$ cat src/rtl/bitap_stream_matcher_if.sv
`default_nettype none
// ============================================================================
// Module      : bitap_stream_matcher_if
// Description : Byte-wide command port bundle for the bitap stream matcher.
//               master = host side, slave = matcher side.
// Revision    : 1.0 - initial release
// ============================================================================
interface bitap_stream_matcher_if;
  logic       ena;
  logic       cs_n;
  logic [7:0] din;
  logic [7:0] dout;
  logic       dout_valid;
  logic       match;
  logic       enabled;

  modport master (
    output ena, cs_n, din,
    input  dout, dout_valid, match, enabled
  );

  modport slave (
    input  ena, cs_n, din,
    output dout, dout_valid, match, enabled
  );
endinterface
`default_nettype wire

$ cat src/rtl/bitap_stream_matcher.sv
`default_nettype none
// ============================================================================
// Module      : bitap_stream_matcher
// Description : Shift-and (bitap) byte-stream pattern matcher behind a
//               byte-wide command port. Host programs a character table with
//               per-character position masks plus a result mask, then streams
//               bytes; a match pulse fires when a result position goes active.
//               Optional feature macro: BITAP_CASE_FOLD_EN (CONFIG bit0 folds
//               ASCII upper case to lower case before comparison).
// Revision    : 1.0 - initial release
// ============================================================================
module bitap_stream_matcher #(
  parameter int POSITIONS = 16,
  parameter int ENTRIES   = 8
) (
  input  logic                  clk,
  input  logic                  rst_n,
  bitap_stream_matcher_if.slave bus
);

  localparam int MB = POSITIONS / 8;

  localparam logic [7:0] OP_READ    = 8'h03;
  localparam logic [7:0] OP_WRITE   = 8'h02;
  localparam logic [7:0] OP_ENABLE  = 8'h81;
  localparam logic [7:0] OP_STREAM  = 8'h82;
  localparam logic [7:0] OP_DISABLE = 8'h83;

  localparam logic [7:0] ADDR_STATUS   = 8'h00;
  localparam logic [7:0] ADDR_COUNT_LO = 8'h01;
  localparam logic [7:0] ADDR_COUNT_HI = 8'h02;
  localparam logic [7:0] ADDR_CONFIG   = 8'h03;
  localparam int         BASE_RESULT   = 'h20;
  localparam int         BASE_CHAR     = 'h40;
  localparam int         BASE_MASK     = 'h80;

  typedef enum logic [2:0] {
    ST_CMD    = 3'd0,
    ST_W_ADDR = 3'd1,
    ST_W_DATA = 3'd2,
    ST_R_ADDR = 3'd3,
    ST_S_DATA = 3'd4
  } parse_state_t;

  parse_state_t         r_pstate;
  parse_state_t         w_pstate_next;
  logic                 w_do_write;
  logic                 w_do_read;
  logic                 w_do_stream;
  logic                 w_do_enable;
  logic                 w_do_disable;
  logic                 w_latch_addr;

  logic [7:0]           r_waddr;
  logic [POSITIONS-1:0] r_result_mask;
  logic [7:0]           r_char [ENTRIES];
  logic [POSITIONS-1:0] r_mask [ENTRIES];
  logic                 w_fold;

  logic [POSITIONS-1:0] r_state;
  logic [POSITIONS-1:0] w_cmask;
  logic [POSITIONS-1:0] w_state_next;
  logic                 w_hit;
  logic                 r_enabled;
  logic                 r_sticky;
  logic                 r_match;
  logic [15:0]          r_count;

  logic [7:0]           w_rdata;
  logic [7:0]           r_dout;
  logic                 r_dout_valid;

  // ASCII 'A'..'Z' map to 'a'..'z' when folding is active
  function automatic logic [7:0] fold_byte(input logic [7:0] c, input logic en);
    if (en && (c >= 8'h41) && (c <= 8'h5A)) return c + 8'h20;
    return c;
  endfunction

`ifdef BITAP_CASE_FOLD_EN
  logic r_fold;
  assign w_fold = r_fold;
`else
  assign w_fold = 1'b0;
`endif

  // Parser state register
  always_ff @(posedge clk or negedge rst_n) begin
    if (!rst_n) r_pstate <= ST_CMD;
    else        r_pstate <= w_pstate_next;
  end

  // Parser next state and per-byte action strobes; cs_n high aborts at once
  always_comb begin
    w_pstate_next = r_pstate;
    w_do_write    = 1'b0;
    w_do_read     = 1'b0;
    w_do_stream   = 1'b0;
    w_do_enable   = 1'b0;
    w_do_disable  = 1'b0;
    w_latch_addr  = 1'b0;
    if (bus.cs_n) begin
      w_pstate_next = ST_CMD;
    end else if (bus.ena) begin
      case (r_pstate)
        ST_CMD: begin
          case (bus.din)
            OP_WRITE:   w_pstate_next = ST_W_ADDR;
            OP_READ:    w_pstate_next = ST_R_ADDR;
            OP_STREAM:  w_pstate_next = ST_S_DATA;
            OP_ENABLE:  w_do_enable   = 1'b1;
            OP_DISABLE: w_do_disable  = 1'b1;
            default:    w_pstate_next = ST_CMD;
          endcase
        end
        ST_W_ADDR: begin
          w_latch_addr  = 1'b1;
          w_pstate_next = ST_W_DATA;
        end
        ST_W_DATA: begin
          w_do_write    = 1'b1;
          w_pstate_next = ST_CMD;
        end
        ST_R_ADDR: begin
          w_do_read     = 1'b1;
          w_pstate_next = ST_CMD;
        end
        ST_S_DATA: begin
          w_do_stream   = 1'b1;
          w_pstate_next = ST_CMD;
        end
        default: w_pstate_next = ST_CMD;
      endcase
    end
  end

  // Capture the write address for the following data byte
  always_ff @(posedge clk or negedge rst_n) begin
    if (!rst_n)            r_waddr <= 8'h00;
    else if (w_latch_addr) r_waddr <= bus.din;
  end

  // Configuration registers: result mask, character table, position masks
  always_ff @(posedge clk or negedge rst_n) begin
    if (!rst_n) begin
      r_result_mask <= '0;
      for (int i = 0; i < ENTRIES; i++) begin
        r_char[i] <= 8'h00;
        r_mask[i] <= '0;
      end
`ifdef BITAP_CASE_FOLD_EN
      r_fold <= 1'b0;
`endif
    end else if (w_do_write) begin
      for (int b = 0; b < MB; b++) begin
        if (r_waddr == 8'(BASE_RESULT + b)) r_result_mask[b*8 +: 8] <= bus.din;
      end
      for (int i = 0; i < ENTRIES; i++) begin
        if (r_waddr == 8'(BASE_CHAR + i)) r_char[i] <= bus.din;
        for (int b = 0; b < MB; b++) begin
          if (r_waddr == 8'(BASE_MASK + i*MB + b)) r_mask[i][b*8 +: 8] <= bus.din;
        end
      end
`ifdef BITAP_CASE_FOLD_EN
      if (r_waddr == ADDR_CONFIG) r_fold <= bus.din[0];
`endif
    end
  end

  // Character mask lookup and shift-and step for the current stream byte
  always_comb begin
    w_cmask = '0;
    for (int i = 0; i < ENTRIES; i++) begin
      if (fold_byte(r_char[i], w_fold) == fold_byte(bus.din, w_fold)) w_cmask = w_cmask | r_mask[i];
    end
    w_state_next = {r_state[POSITIONS-2:0], 1'b1} & w_cmask;
    w_hit        = |(w_state_next & r_result_mask);
  end

  // Matcher state, enable, sticky flag, saturating match counter, match pulse
  always_ff @(posedge clk or negedge rst_n) begin
    if (!rst_n) begin
      r_state   <= '0;
      r_enabled <= 1'b0;
      r_sticky  <= 1'b0;
      r_count   <= 16'h0000;
      r_match   <= 1'b0;
    end else begin
      r_match <= 1'b0;
      if (w_do_enable) begin
        r_enabled <= 1'b1;
        r_state   <= '0;
        r_sticky  <= 1'b0;
        r_count   <= 16'h0000;
      end else if (w_do_disable) begin
        r_enabled <= 1'b0;
      end else if (w_do_stream && r_enabled) begin
        r_state <= w_state_next;
        if (w_hit) begin
          r_match  <= 1'b1;
          r_sticky <= 1'b1;
          if (r_count != 16'hFFFF) r_count <= r_count + 16'd1;
        end
      end
    end
  end

  // Register readback mux, addressed by the byte currently on din
  always_comb begin
    w_rdata = 8'h00;
    if (bus.din == ADDR_STATUS)   w_rdata = {6'b0, r_sticky, r_enabled};
    if (bus.din == ADDR_COUNT_LO) w_rdata = r_count[7:0];
    if (bus.din == ADDR_COUNT_HI) w_rdata = r_count[15:8];
`ifdef BITAP_CASE_FOLD_EN
    if (bus.din == ADDR_CONFIG)   w_rdata = {7'b0, r_fold};
`endif
    for (int b = 0; b < MB; b++) begin
      if (bus.din == 8'(BASE_RESULT + b)) w_rdata = r_result_mask[b*8 +: 8];
    end
    for (int i = 0; i < ENTRIES; i++) begin
      if (bus.din == 8'(BASE_CHAR + i)) w_rdata = r_char[i];
      for (int b = 0; b < MB; b++) begin
        if (bus.din == 8'(BASE_MASK + i*MB + b)) w_rdata = r_mask[i][b*8 +: 8];
      end
    end
  end

  // Read data register: loads on the address byte, holds otherwise
  always_ff @(posedge clk or negedge rst_n) begin
    if (!rst_n) begin
      r_dout       <= 8'h00;
      r_dout_valid <= 1'b0;
    end else begin
      r_dout_valid <= w_do_read;
      if (w_do_read) r_dout <= w_rdata;
    end
  end

  assign bus.dout       = r_dout;
  assign bus.dout_valid = r_dout_valid;
  assign bus.match      = r_match;
  assign bus.enabled    = r_enabled;

endmodule
`default_nettype wire

$ cat src/flat_wrapper.sv
// flat-port wrapper written by rule: the top's interface ports become plain ports
module bitap_stream_matcher_flat 
#(
  parameter int POSITIONS = 16,
  parameter int ENTRIES   = 8
)
  (clk, rst_n, bus_ena, bus_cs_n, bus_din, bus_dout, bus_dout_valid, bus_match, bus_enabled);
  bitap_stream_matcher_if bus_i ();
  input  logic clk;
  input  logic rst_n;
  input wire logic [$bits(bus_i.ena)-1:0] bus_ena;
  input wire logic [$bits(bus_i.cs_n)-1:0] bus_cs_n;
  input wire logic [$bits(bus_i.din)-1:0] bus_din;
  output wire logic [$bits(bus_i.dout)-1:0] bus_dout;
  output wire logic [$bits(bus_i.dout_valid)-1:0] bus_dout_valid;
  output wire logic [$bits(bus_i.match)-1:0] bus_match;
  output wire logic [$bits(bus_i.enabled)-1:0] bus_enabled;
  assign bus_i.ena = bus_ena;
  assign bus_i.cs_n = bus_cs_n;
  assign bus_i.din = bus_din;
  assign bus_dout = bus_i.dout;
  assign bus_dout_valid = bus_i.dout_valid;
  assign bus_match = bus_i.match;
  assign bus_enabled = bus_i.enabled;
  bitap_stream_matcher #(.POSITIONS(POSITIONS), .ENTRIES(ENTRIES)) u_core (.clk(clk), .rst_n(rst_n), .bus(bus_i));
endmodule
$ cat config.mk
export PLATFORM = sky130hd
export DESIGN_NAME = bitap_stream_matcher_flat
export DESIGN_NICKNAME = d
export VERILOG_FILES = /design/src/rtl/bitap_stream_matcher_if.sv /design/src/rtl/bitap_stream_matcher.sv /design/src/flat_wrapper.sv
export SDC_FILE = /design/constraint.sdc
export NUM_CORES = 1
export LEC_CHECK = 0
export ABC_CLOCK_PERIOD_IN_PS = 3300
export CAP_MARGIN = 20
export CORE_AREA = 2 2 164 166
export CTS_CLUSTER_DIAMETER = 150
export DETAILED_ROUTE_END_ITERATION = 8
export DIE_AREA = 0 0 166 168
export GPL_TIMING_DRIVEN = 0
export PLACE_DENSITY = 0.68
export SLEW_MARGIN = 0
export SYNTH_ARGS = -nofsm -noshare
export SYNTH_HDL_FRONTEND = slang
export SYNTH_SLANG_ARGS = --single-unit
$ cat constraint.sdc
create_clock -name clk -period 3.3 [get_ports clk]
set_clock_uncertainty 0.2 [all_clocks]
set_input_delay 0.66 -clock clk [delete_from_list [all_inputs] [get_ports clk]]
set_output_delay 0.66 -clock clk [all_outputs]
set_load 0.05 [all_outputs]
### Word-level counts from Yosys, hierarchy flattened

Index checks and enable logic that the tools add are counted.

| operators by class | value |
|---|---|
| add/subtract/negate cells | 1 |
| equality and inequality tests | 70 |
| mux-type cells | 79 |
| bitwise logic cells | 9 |
| reductions and logical operators | 40 |

Operators with widths:

| kind | count |
|---|---|
| == test 8 bit, second input constant | 32 |
| 2-to-1 mux 8 bit | 28 |
| 2-to-1 mux 16 bit | 13 |
| == test 8 x 7 -> 1 bit, second input constant | 16 |
| OR 16 bit | 7 |
| == test 8 bit | 8 |
| AND reduction 2 bit | 28 |
| 2-to-1 mux 15 bit | 3 |
| AND 16 bit | 2 |
| == test 8 x 6 -> 1 bit, second input constant | 4 |
| 2-to-1 mux 1 bit | 30 |
| adder 16 x 1 -> 16 bit, second input constant | 1 |
| == test 8 x 2 -> 1 bit, second input constant | 2 |
| inequality test 16 bit, second input constant | 1 |
| OR reduction 16 bit | 1 |
| one-hot mux 3 bit (4 select lines) | 1 |
| nonzero test 2 bit | 5 |
| == test 8 x 1 -> 1 bit, second input constant | 1 |
| zero test 8 bit | 1 |
| == test 3 x 2 -> 1 bit, second input constant | 2 |
| 2-to-1 mux 3 bit | 2 |
| one-hot mux 3 bit (2 select lines) | 1 |
| AND reduction 4 bit | 1 |
| == test 3 x 1 -> 1 bit, second input constant | 1 |
| 8 further kinds | 8 |

| word-level totals | value |
|---|---|
| flip-flop bits (word level) | 262 |
| input port bits | 12 |

### Longest topological paths before layout

| logic depth | value |
|---|---|
| depth in word-level cells | 30 |
| depth in mapped cells | 14 |
| gate-level depth less buffers | 10 |

### Worst setup path after synthesis

OpenSTA, ideal clock, no wires.

| path | value |
|---|---|
| path type | input port to flip-flop |
| start point | input bus_din[0] |
| end point | register u_core.r_dout[0] (netlist: u_core.bus.dout[0]) |
| setup time | 124 ps |
| data arrival time | 2,941 ps |
| path slack | 35 ps |
| cell stages on the path | 11 |
| cells stage by stage | buf_2 buf_6 or4b_2 clkbuf_1 o211ai_1 a31oi_1 a2111oi_0 o21ai_1 a21oi_1 a2111oi_0 a211o_1 |

| on the way | value |
|---|---|
| longest elaborated chain between the ends | 30 |
| elaborated cells on any way between the ends | 58 |

Ends and longest elaborated chain:

| what | RTL line | RTL |
|---|---|---|
| from (decl) | flat_wrapper.sv:13 | `input wire logic [$bits(bus_i.din)-1:0] bus_din;` |
| zero test 8 bit | bitap_stream_matcher.sv:210 | `if (bus.din == ADDR_STATUS) w_rdata = {6'b0, r_sticky, r_enabled};` |
| 2-to-1 mux 2 bit | bitap_stream_matcher.sv:210 |  |
| 2-to-1 mux 8 bit | bitap_stream_matcher.sv:211 | `if (bus.din == ADDR_COUNT_LO) w_rdata = r_count[7:0];` |
| 2-to-1 mux 8 bit | bitap_stream_matcher.sv:212 | `if (bus.din == ADDR_COUNT_HI) w_rdata = r_count[15:8];` |
| 2-to-1 mux 8 bit (2 in a row) | bitap_stream_matcher.sv:217 | `if (bus.din == 8'(BASE_RESULT + b)) w_rdata = r_result_mask[b*8 +: 8];` |
| 2-to-1 mux 8 bit | bitap_stream_matcher.sv:220 | `if (bus.din == 8'(BASE_CHAR + i)) w_rdata = r_char[i];` |
| 2-to-1 mux 8 bit (2 in a row) | bitap_stream_matcher.sv:222 | `if (bus.din == 8'(BASE_MASK + i*MB + b)) w_rdata = r_mask[i][b*8 +: 8];` |
| 2-to-1 mux 8 bit | bitap_stream_matcher.sv:220 |  |
| [... 9 more ...] | n/a |  |
| 2-to-1 mux 8 bit (2 in a row) | bitap_stream_matcher.sv:222 |  |
| 2-to-1 mux 8 bit | bitap_stream_matcher.sv:220 |  |
| 2-to-1 mux 8 bit (2 in a row) | bitap_stream_matcher.sv:222 |  |
| 2-to-1 mux 8 bit | bitap_stream_matcher.sv:220 |  |
| 2-to-1 mux 8 bit (2 in a row) | bitap_stream_matcher.sv:222 |  |
| 2-to-1 mux 8 bit | bitap_stream_matcher.sv:220 |  |
| 2-to-1 mux 8 bit | bitap_stream_matcher.sv:222 |  |
| 2-to-1 mux 8 bit * | bitap_stream_matcher.sv:222 |  |
| to (signal assigned) | bitap_stream_matcher.sv:234 | `if (w_do_read) r_dout <= w_rdata;` |
| to (decl) | bitap_stream_matcher.sv:70 | `logic [7:0] r_dout;` |

Mark *: on every way between the ends. The rest lies on a longest branch, timed or not.
A chain may end at the register's enable or synchronous reset.

### Worst setup path in the final report

| path | value |
|---|---|
| start point | input bus_din[0] |
| end point | register u_core.r_sticky |

| on the way | value |
|---|---|
| longest elaborated chain between the ends | 21 |
| elaborated cells on any way between the ends | 41 |

Ends and longest elaborated chain:

| what | RTL line | RTL |
|---|---|---|
| == test 8 bit | bitap_stream_matcher.sv:173 | `if (fold_byte(r_char[i], w_fold) == fold_byte(bus.din, w_fold)) w_cmask = w_cmask \| r_mask[i];` |
| 2-to-1 mux 16 bit | bitap_stream_matcher.sv:173 |  |
| OR 16 bit | bitap_stream_matcher.sv:173 |  |
| 2-to-1 mux 16 bit | bitap_stream_matcher.sv:173 |  |
| OR 16 bit | bitap_stream_matcher.sv:173 |  |
| 2-to-1 mux 16 bit | bitap_stream_matcher.sv:173 |  |
| OR 16 bit | bitap_stream_matcher.sv:173 |  |
| 2-to-1 mux 16 bit | bitap_stream_matcher.sv:173 |  |
| [... 5 more ...] | n/a |  |
| 2-to-1 mux 16 bit | bitap_stream_matcher.sv:173 |  |
| OR 16 bit | bitap_stream_matcher.sv:173 |  |
| 2-to-1 mux 16 bit | bitap_stream_matcher.sv:173 |  |
| AND 16 bit | bitap_stream_matcher.sv:175 | `w_state_next = {r_state[POSITIONS-2:0], 1'b1} & w_cmask;` |
| AND 16 bit | bitap_stream_matcher.sv:176 | `w_hit = \|(w_state_next & r_result_mask);` |
| OR reduction 16 bit | bitap_stream_matcher.sv:176 |  |
| nonzero test 2 bit (no line) | n/a |  |
| AND reduction 3 bit (no line) | n/a |  |
| to (signal assigned) | bitap_stream_matcher.sv:184 | `r_sticky <= 1'b0;` |
| to (signal assigned) | bitap_stream_matcher.sv:192 | `r_sticky <= 1'b0;` |
| to (signal assigned) | bitap_stream_matcher.sv:200 | `r_sticky <= 1'b1;` |
| to (decl) | bitap_stream_matcher.sv:65 | `logic r_sticky;` |

Parallel ways exist; a longest one is shown, timed or not.

==> results.cfg <==
[timing]
fin_crit_ns = 3.60
setup_violations = 22
relSlewSlack_pct = 23.5
slew_violations = 0
post-route-period-util_pct = 109
tns_ns = -3.59
finalHoldViolations = 0
setup_slack_ns = -0.299
grt_setup_unrepaired = yes
fmax_mhz = 278
whs_ns = 0.300
worst_slew_pin_slew_ns = 1.14

[floorplan]
dieArea_um2 = 27900
start_util_pct = 53.7
die_y_um = 168
core_area_um2 = 26400
pin_count = 23
die_x_um = 166
std_cell_rows = 60

[critical_path]
startpoint_type = input port
end_kind = flop
crit_type = in2reg
critPathMaxFanout = 10
crit_required_ns = 3.56
r2r-end = u_core.r_sticky
r2r_cells = 11
reg2reg_slack_ns = -0.26
arrival_ns = 3.86
r2r-start = u_core.r_char[48]

[final_layout]
antenna_cells = 0
area_growth_pct = 16.9
drive_gt1_share_pct = 27.6
mostFrequentLayoutCells = 259 x dfrtp_1, 194 x mux2_2, 144 x nand2_1
final_common_cell = dfrtp_1
nNetsFinal = 1457
fin_area_um2 = 16500
fin_util_pct = 62.7

[global_route]
grt_pass1_vias = 12600
grtUsageTotal_pct = 45.1
grt_max_degree = 107
antenna_found_initial = 1
grt_overflow = 0
grt_pass1_wl_um = 90700

[detailed_routing]
routed_wl_um = 63200
postRouteAntennaNets = 0
avgViaCountPerCell = 7.13
drc_errors = 3
drt_iter0_drc = 1978
first_pass_iters = 9
via_count = 12900
avgRoutedWirePerCell_um = 34.9

[synthesis]
syn_inst = 1363
synth-main-ff-cell = dfrtp_1
synth_edf_count = 0
synth_cell_type_count = 70
syn_area_per_cell_um2 = 10.4
synth_fp_nets = 1376
synth_area_um2 = 14100
async_flop_share_pct = 100
ys_seq_elements = 262
ys_warn_count = 0
yosysSeqAreaShare_pct = 46.4

[cts]
cts_buffers = 30
root_buffer = clkbuf_16
clkSinkCount = 262
clk_latency_ns = 0.58
cts.path.max_buffers = 3
clkTransAtPathRegs_ns = 0.07
htreeDepth = 1
tritoncts = yes

[placed_design]
dpl_cell_area_um2 = 14900
post-dp-hpwl_um = 46700
portBuffers = 18
gp_congestion = 1.08

[worst_hold_path]
whs_path_depth = 1
whs_endpoint = u_core.bus.dout[0]
hp-class = reg2reg
hp-start = u_core.bus.dout[0]

[power]
p_per_area_nw_per_um2 = 424
ir_worst_vdd_uv = 481
leakage_uw = 0.00736

[outcome]
violations = DRC, setup timing
status = complete, but fails checks

[job]
drv_cap = 0
==> sequential cells by signal, indices dropped and copies added, names as in the netlist, 3 cells and up <==
name	cells
u_core.r_mask	128
u_core.r_result_mask	16
u_core.r_count	16
u_core.r_char	64
u_core.r_pstate	3
u_core.bus.dout	8
u_core.r_state	15
u_core.r_waddr	8
==> worst max-delay path by stage <==
stage / from / to / slack, ns / cells past startpoint
detailed placement: bus_din[6] / u_core.r_count[14] / -1.58 / 14
CTS: u_core.r_char[22] / u_core.r_sticky / -0.05 / 11
floorplan: bus_din[0] / u_core.bus.dout[0] / 0.03 / 11
finish: bus_din[0] / u_core.r_sticky / -0.30 / 13
global route: bus_din[2] / u_core.r_sticky / -0.25 / 13
global placement: rst_n / u_core.r_mask[28] / -9.68 / 1
==> through the flow <==
stage	worst slack, ns	instances	power (µW)
after global routing	-0.254	1808	7140
after detailed placement	-1.58	1728	3700
final	-0.299	1808	7010
after global placement	-9.68	1722	3690
after CTS	-0.0464	1796	6980
after floorplan	0.0348	1363	3470
==> kinds of logic after synthesis <==
| family | Yosys count | synth area share (%) |
|---|---|---|
| xor+xnor | 64 | 3.96 |
| simple gates | 402 | 14.0 |
| fa+ha+maj | 1 | 0.0885 |
| buf+inv | 110 | 3.37 |
| compound gates | 312 | 15.5 |
| flops | 262 | 46.4 |
| mux | 212 | 16.7 |
==> worst max-delay path: stages <==
cell and delay (ns):
buf_2 0.24, buf_8 0.21, xnor2_1 0.09, nand4_1 0.14
nor2_4 0.11, clkbuf_2 0.25, a222oi_1 0.80, a31oi_2 0.31
a211oi_2 0.33, nand3_4 0.17, buf_6 0.17, and4bb_4 0.20
a21o_1 0.16
==> timing repair <==
action | in CTS | in global routing
setup endpoints to repair | 219 | 137
hold buffers | 1 | 0
hold endpoints to repair | 55 | 0
cloned | 2 | 0
resized for setup | 109 | 51
pin swaps | 15 | 12
setup buffers | 13 | 12
==> report_power, final <==
group	internal [µW]	leakage (µW)	total [µW]	switching, µW
clock network	1870	0.000467	3310	1440
logic	118	0.00328	473	355
registers	3220	0.00362	3220	3.68
total	5210	0.00736	7010	1800
==> area by class of cell <==
type	instances	area, µm²
inverter	15	56.3
clock inverter	14	128
clock buffer	41	842
fill	2177	9820
tap	341	427
buffer	90	522
multi-input combinational	991	7480
timing repair buffer	54	514
sequential	262	6560
==> synthesized netlist by cell type (20+ instances only) <==
library cell  number  area share (%)
o21ai_0           71             2.5
nor2_1            77             2.0
clkbuf_1          68             1.8
dfrtp_1          262              46
nand4_1           24             1.1
mux2_2           194              15
a22oi_1           28             1.5
nor3_1            20            0.71
xnor2_1           64             4.0
nand3_1           58             2.1
nand2_1          146             3.9
a222oi_1          36             2.5
a21oi_1           49             1.7
==> metal layers <==
layer / up-vias / GRT usage (%) / routed length (µm)
met5: - / 0 / 0
met4: 0 / 28.3 / 5470
met3: 269 / 10.2 / 6580
met2: 912 / 70.0 / 27600
met1: 6437 / 57.5 / 23500
li1: 5280 / - / -
No activity file was read; power rests on OpenSTA's default activity.
